### config.mk
export PLATFORM = sky130hd
export DESIGN_NAME = fetch_queue_unit_flat
export DESIGN_NICKNAME = d
export VERILOG_FILES = /design/src/rtl/fetch_queue_unit_if.sv /design/src/rtl/fetch_queue_unit.sv /design/src/flat_wrapper.sv
export SDC_FILE = /design/constraint.sdc
export NUM_CORES = 1
export LEC_CHECK = 0
export CELL_PAD_IN_SITES_DETAIL_PLACEMENT = 1
export CELL_PAD_IN_SITES_GLOBAL_PLACEMENT = 1
export CORE_UTILIZATION = 42
export CTS_BUF_LIST = sky130_fd_sc_hd__clkbuf_2 sky130_fd_sc_hd__clkbuf_4 sky130_fd_sc_hd__clkbuf_8
export DETAILED_ROUTE_END_ITERATION = 10
export PLACE_DENSITY = 0.9
export SLEW_MARGIN = 20
export SYNTH_ARGS = -nofsm -noshare
export SYNTH_HDL_FRONTEND = slang
export SYNTH_SLANG_ARGS = --single-unit
### constraint.sdc
create_clock -name clk_i -period 4.1 [get_ports clk_i]
set_input_delay 1.23 -clock clk_i [delete_from_list [all_inputs] [get_ports clk_i]]
set_output_delay 1.23 -clock clk_i [all_outputs]
set_load 0.01 [all_outputs]
### src/rtl/fetch_queue_unit_if.sv
// Handshake bundle between the fetch queue unit, the instruction memory and decode.
// The master side is the fetch unit itself; the slave side is the environment
// (memory on the request/response channels, decode on the instruction channel).
interface fetch_queue_unit_if;

   // Instruction memory request channel
   logic        req_valid_o;
   logic        req_ready_i;
   logic [31:0] req_addr_o;

   // Instruction memory response channel (in request order)
   logic        rsp_valid_i;
   logic        rsp_ready_o;
   logic [31:0] rsp_addr_i;
   logic [31:0] rsp_instr_i;

   // Decode-facing instruction queue head
   logic        instr_valid_o;
   logic        instr_ready_i;
   logic [31:0] instr_pc_o;
   logic [31:0] instr_o;

   modport master (
      output req_valid_o,
      output req_addr_o,
      input  req_ready_i,
      input  rsp_valid_i,
      output rsp_ready_o,
      input  rsp_addr_i,
      input  rsp_instr_i,
      output instr_valid_o,
      input  instr_ready_i,
      output instr_pc_o,
      output instr_o
   );

   modport slave (
      input  req_valid_o,
      input  req_addr_o,
      output req_ready_i,
      output rsp_valid_i,
      input  rsp_ready_o,
      output rsp_addr_i,
      output rsp_instr_i,
      input  instr_valid_o,
      output instr_ready_i,
      input  instr_pc_o,
      input  instr_o
   );

endinterface

### src/rtl/fetch_queue_unit.sv
// Fetch stage: PC generator, in-order instruction memory port with a bounded
// number of requests in flight, and a small instruction queue feeding decode.
// Queue space is reserved at request time (count + live responses), so a
// returning response can always be accepted. After a redirect every response
// still in flight is stale and is counted off through drop_q.
module fetch_queue_unit #(
   parameter logic [31:0] RESET_PC        = 32'h8000_0000,
   parameter int          FQ_DEPTH        = 4,
   parameter int          MAX_OUTSTANDING = 2
) (
   input  logic                 clk_i,
   input  logic                 rst_i,
   input  logic                 redirect_i,
   input  logic [31:0]          redirect_pc_i,
   fetch_queue_unit_if.master   fq
);

   localparam int CNT_W = $clog2(FQ_DEPTH + 1);
   localparam int OUT_W = $clog2(MAX_OUTSTANDING + 1);
   localparam int PTR_W = $clog2(FQ_DEPTH);
   localparam int OCC_W = ((CNT_W > OUT_W) ? CNT_W : OUT_W) + 1;

   localparam logic [CNT_W-1:0] CNT_ONE   = CNT_W'(1);
   localparam logic [OUT_W-1:0] OUT_ONE   = OUT_W'(1);
   localparam logic [PTR_W-1:0] PTR_ONE   = PTR_W'(1);
   localparam logic [OUT_W-1:0] OUT_LIMIT = OUT_W'(MAX_OUTSTANDING);
   localparam logic [OCC_W-1:0] OCC_LIMIT = OCC_W'(FQ_DEPTH);
   localparam logic [CNT_W-1:0] CNT_LIMIT = CNT_W'(FQ_DEPTH);

   // Architectural state
   logic [31:0]      pc_q;
   logic [CNT_W-1:0] count_q;
   logic [OUT_W-1:0] inflight_q;
   logic [OUT_W-1:0] drop_q;
   logic [PTR_W-1:0] rd_ptr_q;
   logic [PTR_W-1:0] wr_ptr_q;

   // Queue storage, one PC and one instruction word per entry
   logic [31:0] pc_mem    [FQ_DEPTH];
   logic [31:0] instr_mem [FQ_DEPTH];

   // Derived control
   logic [OUT_W-1:0] live;
   logic [OCC_W-1:0] occupancy;
   logic             room_inflight;
   logic             room_queue;
   logic             req_valid;
   logic             req_fire;
   logic             rsp_fire;
   logic             drop_rsp;
   logic             push;
   logic             instr_valid;
   logic             pop;
   logic [OUT_W-1:0] inflight_after_rsp;

   // Low address bits of the redirect target are forced to zero
   logic unused_redirect_bits;
   assign unused_redirect_bits = ^redirect_pc_i[1:0];

   // Request/response/queue handshake decisions for the current cycle
   always_comb begin
      live               = inflight_q - drop_q;
      occupancy          = OCC_W'(count_q) + OCC_W'(live);
      room_inflight      = inflight_q < OUT_LIMIT;
      room_queue         = occupancy < OCC_LIMIT;
      req_valid          = !rst_i && !redirect_i && room_inflight && room_queue;
      req_fire           = req_valid && fq.req_ready_i;
      rsp_fire           = fq.rsp_valid_i;
      drop_rsp           = rsp_fire && (drop_q != '0);
      push               = rsp_fire && (drop_q == '0) && !redirect_i && !rst_i;
      instr_valid        = count_q != '0;
      pop                = instr_valid && fq.instr_ready_i && !redirect_i && !rst_i;
      inflight_after_rsp = rsp_fire ? (inflight_q - OUT_ONE) : inflight_q;
   end

   assign fq.req_valid_o   = req_valid;
   assign fq.req_addr_o    = pc_q;
   assign fq.rsp_ready_o   = 1'b1;
   assign fq.instr_valid_o = instr_valid;
   assign fq.instr_pc_o    = pc_mem[rd_ptr_q];
   assign fq.instr_o       = instr_mem[rd_ptr_q];

   // PC, in-flight/drop accounting and queue pointers; reset beats redirect beats normal flow
   always_ff @(posedge clk_i) begin
      if (rst_i) begin
         pc_q       <= RESET_PC;
         count_q    <= '0;
         inflight_q <= '0;
         drop_q     <= '0;
         rd_ptr_q   <= '0;
         wr_ptr_q   <= '0;
      end else if (redirect_i) begin
         pc_q       <= {redirect_pc_i[31:2], 2'b00};
         count_q    <= '0;
         rd_ptr_q   <= '0;
         wr_ptr_q   <= '0;
         inflight_q <= inflight_after_rsp;
         drop_q     <= inflight_after_rsp;
      end else begin
         if (req_fire) begin
            pc_q <= pc_q + 32'd4;
         end

         case ({req_fire, rsp_fire})
            2'b10:   inflight_q <= inflight_q + OUT_ONE;
            2'b01:   inflight_q <= inflight_q - OUT_ONE;
            default: inflight_q <= inflight_q;
         endcase

         if (drop_rsp) begin
            drop_q <= drop_q - OUT_ONE;
         end

         if (push) begin
            wr_ptr_q <= wr_ptr_q + PTR_ONE;
         end

         if (pop) begin
            rd_ptr_q <= rd_ptr_q + PTR_ONE;
         end

         case ({push, pop})
            2'b10:   count_q <= count_q + CNT_ONE;
            2'b01:   count_q <= count_q - CNT_ONE;
            default: count_q <= count_q;
         endcase
      end
   end

   // Queue entry write on accepted, non-stale response
   always_ff @(posedge clk_i) begin
      if (push) begin
         pc_mem[wr_ptr_q]    <= fq.rsp_addr_i;
         instr_mem[wr_ptr_q] <= fq.rsp_instr_i;
      end
   end

   // Reservation must keep every push in range, and responses only come back for issued requests
   always_ff @(posedge clk_i) begin
      if (!rst_i && push) begin
         assert (count_q < CNT_LIMIT);
      end
      if (!rst_i && rsp_fire) begin
         assert (inflight_q != '0);
      end
   end

endmodule

### src/flat_wrapper.sv
// flat-port wrapper written by rule: the top's interface ports become plain ports
module fetch_queue_unit_flat 
#(
   parameter logic [31:0] RESET_PC        = 32'h8000_0000,
   parameter int          FQ_DEPTH        = 4,
   parameter int          MAX_OUTSTANDING = 2
)
  (clk_i, rst_i, redirect_i, redirect_pc_i, fq_req_valid_o, fq_req_addr_o, fq_req_ready_i, fq_rsp_valid_i, fq_rsp_ready_o, fq_rsp_addr_i, fq_rsp_instr_i, fq_instr_valid_o, fq_instr_ready_i, fq_instr_pc_o, fq_instr_o);
  fetch_queue_unit_if fq_i ();
  input  logic clk_i;
  input  logic rst_i;
  input  logic redirect_i;
  input  logic [31:0] redirect_pc_i;
  output wire logic [$bits(fq_i.req_valid_o)-1:0] fq_req_valid_o;
  output wire logic [$bits(fq_i.req_addr_o)-1:0] fq_req_addr_o;
  input wire logic [$bits(fq_i.req_ready_i)-1:0] fq_req_ready_i;
  input wire logic [$bits(fq_i.rsp_valid_i)-1:0] fq_rsp_valid_i;
  output wire logic [$bits(fq_i.rsp_ready_o)-1:0] fq_rsp_ready_o;
  input wire logic [$bits(fq_i.rsp_addr_i)-1:0] fq_rsp_addr_i;
  input wire logic [$bits(fq_i.rsp_instr_i)-1:0] fq_rsp_instr_i;
  output wire logic [$bits(fq_i.instr_valid_o)-1:0] fq_instr_valid_o;
  input wire logic [$bits(fq_i.instr_ready_i)-1:0] fq_instr_ready_i;
  output wire logic [$bits(fq_i.instr_pc_o)-1:0] fq_instr_pc_o;
  output wire logic [$bits(fq_i.instr_o)-1:0] fq_instr_o;
  assign fq_req_valid_o = fq_i.req_valid_o;
  assign fq_req_addr_o = fq_i.req_addr_o;
  assign fq_i.req_ready_i = fq_req_ready_i;
  assign fq_i.rsp_valid_i = fq_rsp_valid_i;
  assign fq_rsp_ready_o = fq_i.rsp_ready_o;
  assign fq_i.rsp_addr_i = fq_rsp_addr_i;
  assign fq_i.rsp_instr_i = fq_rsp_instr_i;
  assign fq_instr_valid_o = fq_i.instr_valid_o;
  assign fq_i.instr_ready_i = fq_instr_ready_i;
  assign fq_instr_pc_o = fq_i.instr_pc_o;
  assign fq_instr_o = fq_i.instr_o;
  fetch_queue_unit #(.RESET_PC(RESET_PC), .FQ_DEPTH(FQ_DEPTH), .MAX_OUTSTANDING(MAX_OUTSTANDING)) u_core (.clk_i(clk_i), .rst_i(rst_i), .redirect_i(redirect_i), .redirect_pc_i(redirect_pc_i), .fq(fq_i));
endmodule
==> results by group, run 1 <==
CTS
  – Clock Tree Buf Depth: 3
  – Hold-fix buffers at CTS: 0
  – Clk Latency, worst-skew pair: 0.55 ns
  – CTS tree: yes
  – Htree depth: 2
  – Inserted Clock Buffers: 47
  – Clock Pin Slew Worst Setup and Hold Paths: 0.06 ns
  – CTS Sinks: 299
  – Post-CTS Setup Inserts: 0
  – Post-CTS Resized: 0
  – Root buf cell: clkbuf_8

Detailed routing
  – Number of nets with antenna violations after routing: 0
  – Initial DRC count: 540
  – DR vias/cell: 5.45
  – DRT Pass-1 Iters: 4
  – Wirelength, routed: 28.4 mm
  – Residual DRC count: 0
  – Vias: 7,060
  – Routed length per placed instance: 21.9 um

GRT
  – Largest net degree at the start of global routing: 52
  – Number of global-route vias before repair: 7,593
  – Grt total ovfl: 0
  – Initial antenna violation count: 1
  – First-pass GRT wire length: 43.6 mm
  – GRT Overall Usage: 0.200

STA
  – Setup TNS: 0 ns
  – Slew HR: 0.406
  – Maximum clock frequency: 265 MHz
  – RSZ-0062 raised after global routing: false
  – Pins Over Slew Limit: 0
  – Finish-stage setup viols: 0
  – Hold Vio Cnt, Final: 0
  – Tmin final: 3.78 ns
  – Period utilisation layout: 0.922
  – Worst Tran Pin Value: 0.883 ns
  – Worst Skew: 0.0135 ns

Die
  – Row count: 60
  – I/O pin count: 201
  – Chip width: 169 um
  – Starting density of the core: 0.433
  – Core ar.: 0.0272 sq mm
  – Chip height: 169 um
  – DIE AREA: 0.0287 sq mm

Setup path
  – CP Capture Type: output pin
  – Max stage delay cell, worst path: dfxtp_4
  – Critical path's top delay family: buffers and inverters
  – Startpoint Class: flop
  – Crit path kind: reg2out
  – Arrival time at the worst endpoint: 2.55 ns
  – Worst-path maximum fanout: 23
  – Critical Path RT: 2.87 ns
  – CP max stage delay: 0.61 ns
  – CP Cell Sequence: buf_12 > mux4_2 > clkdlybuf4s50_1
  – Worst path bufs/invs: 2

Yosys
  – Register area share after synthesis: 0.727
  – Distinct cells, synth: 48
  – #FFs+latches synth: 299
  – Mapped Cells: 659
  – Post-synthesis cell area: 0.0118 sq mm
  – EDFF count, synth: 256
  – Syn Area/Cell: 17.8 sq um
  – Synth warn: 0
  – FFs w/ async S/R, synth: 0
  – Ys flop type: edfxtp_1

Power and ir drop
  – Total Power: 6.17 mW
  – Max VDD drop: 0.000147 V
  – LEAKAGE: 4.82 nW
  – Total power divided by cell area: 406 mW/mm^2

Placement
  – I/O Buffers: 195
  – Placed wire-length estimate: 19.4 mm
  – Placed Instances: 1,215
  – GPL Wtd Cong: 0.875

Layout
  – Area delta synth->final: 29.2%
  – Layout net count: 1,004
  – Layout Cells excl Fill: 1,296
  – Share of cells above drive strength 1: 0.187

Hold path
  – Worst Hold Class: reg2reg

Job
  – Max-cap viol count: 0

Run status
  – Status: complete, no violations
## state kept, by name, indices dropped and copies added, names as in the netlist, named ones only
register              count
u_core.count_q            3
u_core.fq.req_addr_o     30
u_core.inflight_q         2
u_core.wr_ptr_q           2
u_core.instr_mem        128
u_core.pc_mem           128
u_core.rd_ptr_q           2
u_core.drop_q             2
## placed cells by master (no fill, tap or decap), drive strengths merged, types with 7 or more instances in the layout
cell type and instances:
a211oi 9, a21oi 15, a31oi 15, and2 7
buf 21, clkbuf 64, clkdlybuf4s50 194, clkinv 12
dfxtp 43, edfxtp 256, ha 9, inv 14
mux4 64, nand2 33, nand3 14, nand4 14
nor2 31, nor3 10, o311ai 7, or3 15
xnor2 14, xor2 7
## through the flow
| step | instance area (sq um) | util | hold WS [ns] | setup WS (ns) |
|---|---|---|---|---|
| 2_1_floorplan | 11800 | - | 0.469 | 0.209 |
| 3_3_place_gp | 14300 | 0.527 | 0.491 | 0.117 |
| 3_5_place_dp | 14300 | 0.527 | 0.510 | 0.130 |
| 4_1_cts | 15200 | 0.559 | 0.519 | 0.0334 |
| 5_1_grt | 15200 | 0.559 | 0.565 | 0.150 |
| 6_report | 15200 | 0.559 | 0.517 | 0.320 |
## layer usage
layer	track usage	share of wire	up-vias
met3	0.0550	0.084	38
met1	0.249	0.40	3614
met4	0.0443	0.014	0
li1	-	-	3123
met2	0.348	0.51	285
met5	0	0	-
## tightest hold or removal path: stages (launching register included)
cell and delay [ns]:
dfxtp_1 0.34, nand2_1 0.07, a21oi_1 0.06
## area by class of cell
type                            instances  area [sq um]
Antenna cell                            2          5.00
Timing Repair Buffer                  216          2210
Clock inverter                         15          97.6
Fill cell                            2564         12000
Tap cell                              372           465
Multi-Input combinational cell        315          3030
Inverter                               13          48.8
Sequential cell                       299          8550
Clock buffer                           64           774
## synthesized netlist by cell type (all sizes together) (2+ instances only)
library cell,n,share of area
edfxtp,256,0.65
mux4,64,0.12
dfxtp,43,0.073
nand2,33,0.011
nor2,31,0.0099
clkbuf,21,0.0067
a21oi,15,0.0064
a31oi,15,0.0080
or3,15,0.0082
nand3,14,0.0060
nand4,14,0.0074
xnor2,14,0.010
inv,13,0.0042
buf,12,0.0048
nor3,10,0.0043
a211oi,9,0.0062
ha,9,0.0096
and2,7,0.0037
o311ai,7,0.0052
xor2,7,0.0052
and3,5,0.0027
nor4,5,0.0039
o21ai,4,0.0017
or2,4,0.0021
or4,4,0.0032
a311oi,3,0.0022
and4,3,0.0022
o22ai,3,0.0016
a22oi,2,0.0013
a32oi,2,0.0015
conb,2,0.00064
o211ai,2,0.0013
## path summary, 6_finish.rpt
path                                           start  slack [ns]                 endpoint  cells past startpoint
worst max-delay path                            flop        0.32         fq_instr_pc_o[4]                      3
worst min-delay path              u_core.wr_ptr_q[1]        0.52       u_core.wr_ptr_q[1]                      2
worst max register to register  u_core.inflight_q[0]        1.16  u_core.fq.req_addr_o[8]                     11
worst min register to register    u_core.wr_ptr_q[1]        0.52       u_core.wr_ptr_q[1]                      2
## kinds of logic after synthesis
logic type      count (synthesis)  synth area share
compound gates                 65            0.0376
xor+xnor                       21            0.0156
fa+ha+maj                      10            0.0113
buf+inv                        46            0.0156
flops                         299             0.727
mux                            65             0.123
other cells                     2          0.000639
simple gates                  151            0.0686
## power breakdown
| part | total, mW | leakage, nW | switching [mW] | internal [mW] |
|---|---|---|---|---|
| Combinational | 0.394 | 1.70 | 0.178 | 0.216 |
| Sequential | 3.39 | 2.66 | 0.0436 | 3.35 |
| Clock | 2.38 | 0.462 | 1.10 | 1.28 |
| Total | 6.17 | 4.82 | 1.32 | 4.85 |
No activity file was read; power rests on OpenSTA's default activity.
==> run 2: changes to the inputs <==
- MAX_ROUTING_LAYER: unset -> met4
==> run 2 against run 1 <==
Against the previous run:
- non-clock buffer count did not move
- final cell count about the same
- count of clock-buffer cells in the layout did not move
- sequential share of layout area about the same
- hold slack gained 0.0014 ns
- routed wire length is 0.27% higher
- critical endpoint unchanged
- sequential power is essentially flat
- maximum frequency hardly changed
- clock power about the same
- flip-flop and latch count unchanged
==> results by group, run 2 (synthesis gave the netlist of run 1 again) <==
Hold path
  – Worst Hold Class: reg2reg
  – WHS Path Cells: 2 (unchanged)

Setup path
  – Worst path bufs/invs: 2 (unchanged)
  – Critical path's top delay family: buffers and inverters
  – Arrival time at the worst endpoint: 2.55 ns (about the same)
  – Crit path kind: reg2out
  – CP Depth: 3 (unchanged)
  – Max stage delay cell, worst path: dfxtp_4
  – CP Capture Type: output pin
  – CP max stage delay: 0.61 ns (about the same)
  – Startpoint Class: flop
  – Worst-path maximum fanout: 23 (unchanged)
  – FF-to-FF path depth: 11 (unchanged)
  – Critical Path RT: 2.87 ns (about the same)
  – CP Cell Sequence: buf_12 > mux4_2 > clkdlybuf4s50_1

Placement
  – Pre-CTS setup slack: 0.130 ns (unchanged)
  – Placed Instances: 1,215 (unchanged)
  – I/O Buffers: 195 (unchanged)
  – GPL Wtd Cong: 0.889 (+1.6%)
  – Placed Area: 0.0143 sq mm (unchanged)
  – Placed wire-length estimate: 19.4 mm (unchanged)

Layout
  – Most common cell after layout, fill and taps aside: edfxtp_1
  – Share of cells above drive strength 1: 0.187 (unchanged)
  – Layout net count: 1,004 (unchanged)
  – Final Cell Area: 0.0152 sq mm (about the same)
  – Area delta synth->final: 29.2% (about the same)
  – Layout Cells excl Fill: 1,295 (-0.077%)
  – Final core utilization: 0.559 (about the same)
  – Most frequent cells in the layout: 256 x edfxtp_1, 194 x clkdlybuf4s50_1, 64 x mux4_2

Die
  – Chip width: 169 um (unchanged)
  – Core ar.: 0.0272 sq mm (unchanged)
  – Chip height: 169 um (unchanged)
  – DIE AREA: 0.0287 sq mm (unchanged)
  – I/O pin count: 201 (unchanged)
  – Row count: 60 (unchanged)
  – Starting density of the core: 0.433 (unchanged)

STA
  – Pins Over Slew Limit: 0 (unchanged)
  – Slew HR: 0.407 (+0.000969)
  – Setup TNS: 0 ns (unchanged)
  – Final Worst Setup Slack: 0.320 ns (-0.000280 ns)
  – Worst Tran Pin Value: 0.882 ns (-0.00144 ns)
  – RSZ-0062 raised after global routing: false
  – Worst Skew: 0.0115 ns (-0.00202 ns)
  – Hold Vio Cnt, Final: 0 (unchanged)
  – Tmin final: 3.78 ns (+0.000280 ns)
  – Maximum clock frequency: 265 MHz (about the same)
  – Finish-stage setup viols: 0 (unchanged)
  – Final hold slack: 0.519 ns (+0.00141 ns)
  – Period utilisation layout: 0.922 (about the same)

GRT
  – Initial antenna violation count: 1 (unchanged)
  – GRT Overall Usage: 0.206 (+0.00620)
  – Largest net degree at the start of global routing: 52 (unchanged)
  – Grt total ovfl: 0 (unchanged)
  – First-pass GRT wire length: 43.6 mm (about the same)
  – Number of global-route vias before repair: 7,578 (-0.20%)

CTS
  – Clk Latency, worst-skew pair: 0.55 ns (about the same)
  – Root buf cell: clkbuf_8
  – Htree depth: 2 (unchanged)
  – Clock Tree Buf Depth: 3 (unchanged)
  – Clock Pin Slew Worst Setup and Hold Paths: 0.06 ns (about the same)
  – Inserted Clock Buffers: 47 (unchanged)
  – CTS Sinks: 299 (unchanged)
  – CTS tree: yes

Job
  – Max-cap viol count: 0 (unchanged)

Detailed routing
  – DR vias/cell: 5.44 (-0.18%)
  – Vias: 7,042 (-0.25%)
  – Residual DRC count: 0 (unchanged)
  – Routed length per placed instance: 22.0 um (+0.35%)
  – Number of nets with antenna violations after routing: 0 (unchanged)
  – Initial DRC count: 523 (-3.1%)
  – DRT Pass-1 Iters: 5 (+1)
  – Wirelength, routed: 28.4 mm (+0.27%)

Run status
  – Status: complete, no violations

Power and ir drop
  – Max VDD drop: 0.000148 V (+0.60%)
  – Total power divided by cell area: 406 mW/mm^2 (about the same)
  – Total Power: 6.17 mW (about the same)
  – LEAKAGE: 4.82 nW (unchanged)
-- run 2: cell types whose count changed in the layout (fill, tap and decap cells not counted), sizes merged --
cell	before	now
diode	2	1
-- run 2: worst min-delay path, stage by stage (launching register included) --
cell and delay, ns:
dfxtp_1 0.34, nand2_1 0.07, a21oi_1 0.06
-- run 2: power breakdown --
group	leakage (nW)	switching [mW]	total (mW)	internal, mW
Combinational	1.70	0.179	0.395	0.216
Clock	0.462	1.10	2.38	1.28
Sequential	2.66	0.0435	3.39	3.35
-- run 2: worst paths after layout --
kind,start,end,slack [ns]
hold / removal,u_core.wr_ptr_q[1],u_core.wr_ptr_q[1],0.52
hold reg to reg,u_core.wr_ptr_q[1],u_core.wr_ptr_q[1],0.52
setup reg to reg,u_core.inflight_q[0],u_core.fq.req_addr_o[8],1.16
setup / recovery,flop,fq_instr_pc_o[4],0.32
-- run 2: layer usage --
layer | global-route usage | part of all wire
met1 | 0.249 | 0.40
met2 | 0.348 | 0.50
met3 | 0.0546 | 0.083
met4 | 0.0443 | 0.014
met5 | - | 0
-- run 2: timing repair --
| action | in CTS | in global routing |
|---|---|---|
| endpoints found under the setup margin | 0 | 1 |
| hold buffers | 0 | 0 |
| setup buffers | 0 | 0 |
| resized for setup | 0 | 1 |
-- run 2: cell type report --
class | instances | area (sq um)
well taps | 372 | 465
fillers | 2565 | 12000
clock buffers | 64 | 774
multi-input cells | 315 | 3030
clock inverters | 15 | 97.6
inverters | 13 | 48.8
repair buffers | 216 | 2210
flip-flops and latches | 299 | 8550
diodes | 1 | 2.50
==> run 3: changes to the inputs <==
- SKIP_LAST_GASP: unset -> 1
==> results of run 3 <==
No change in the layout: final DEF, timing and power equal those of run 2.
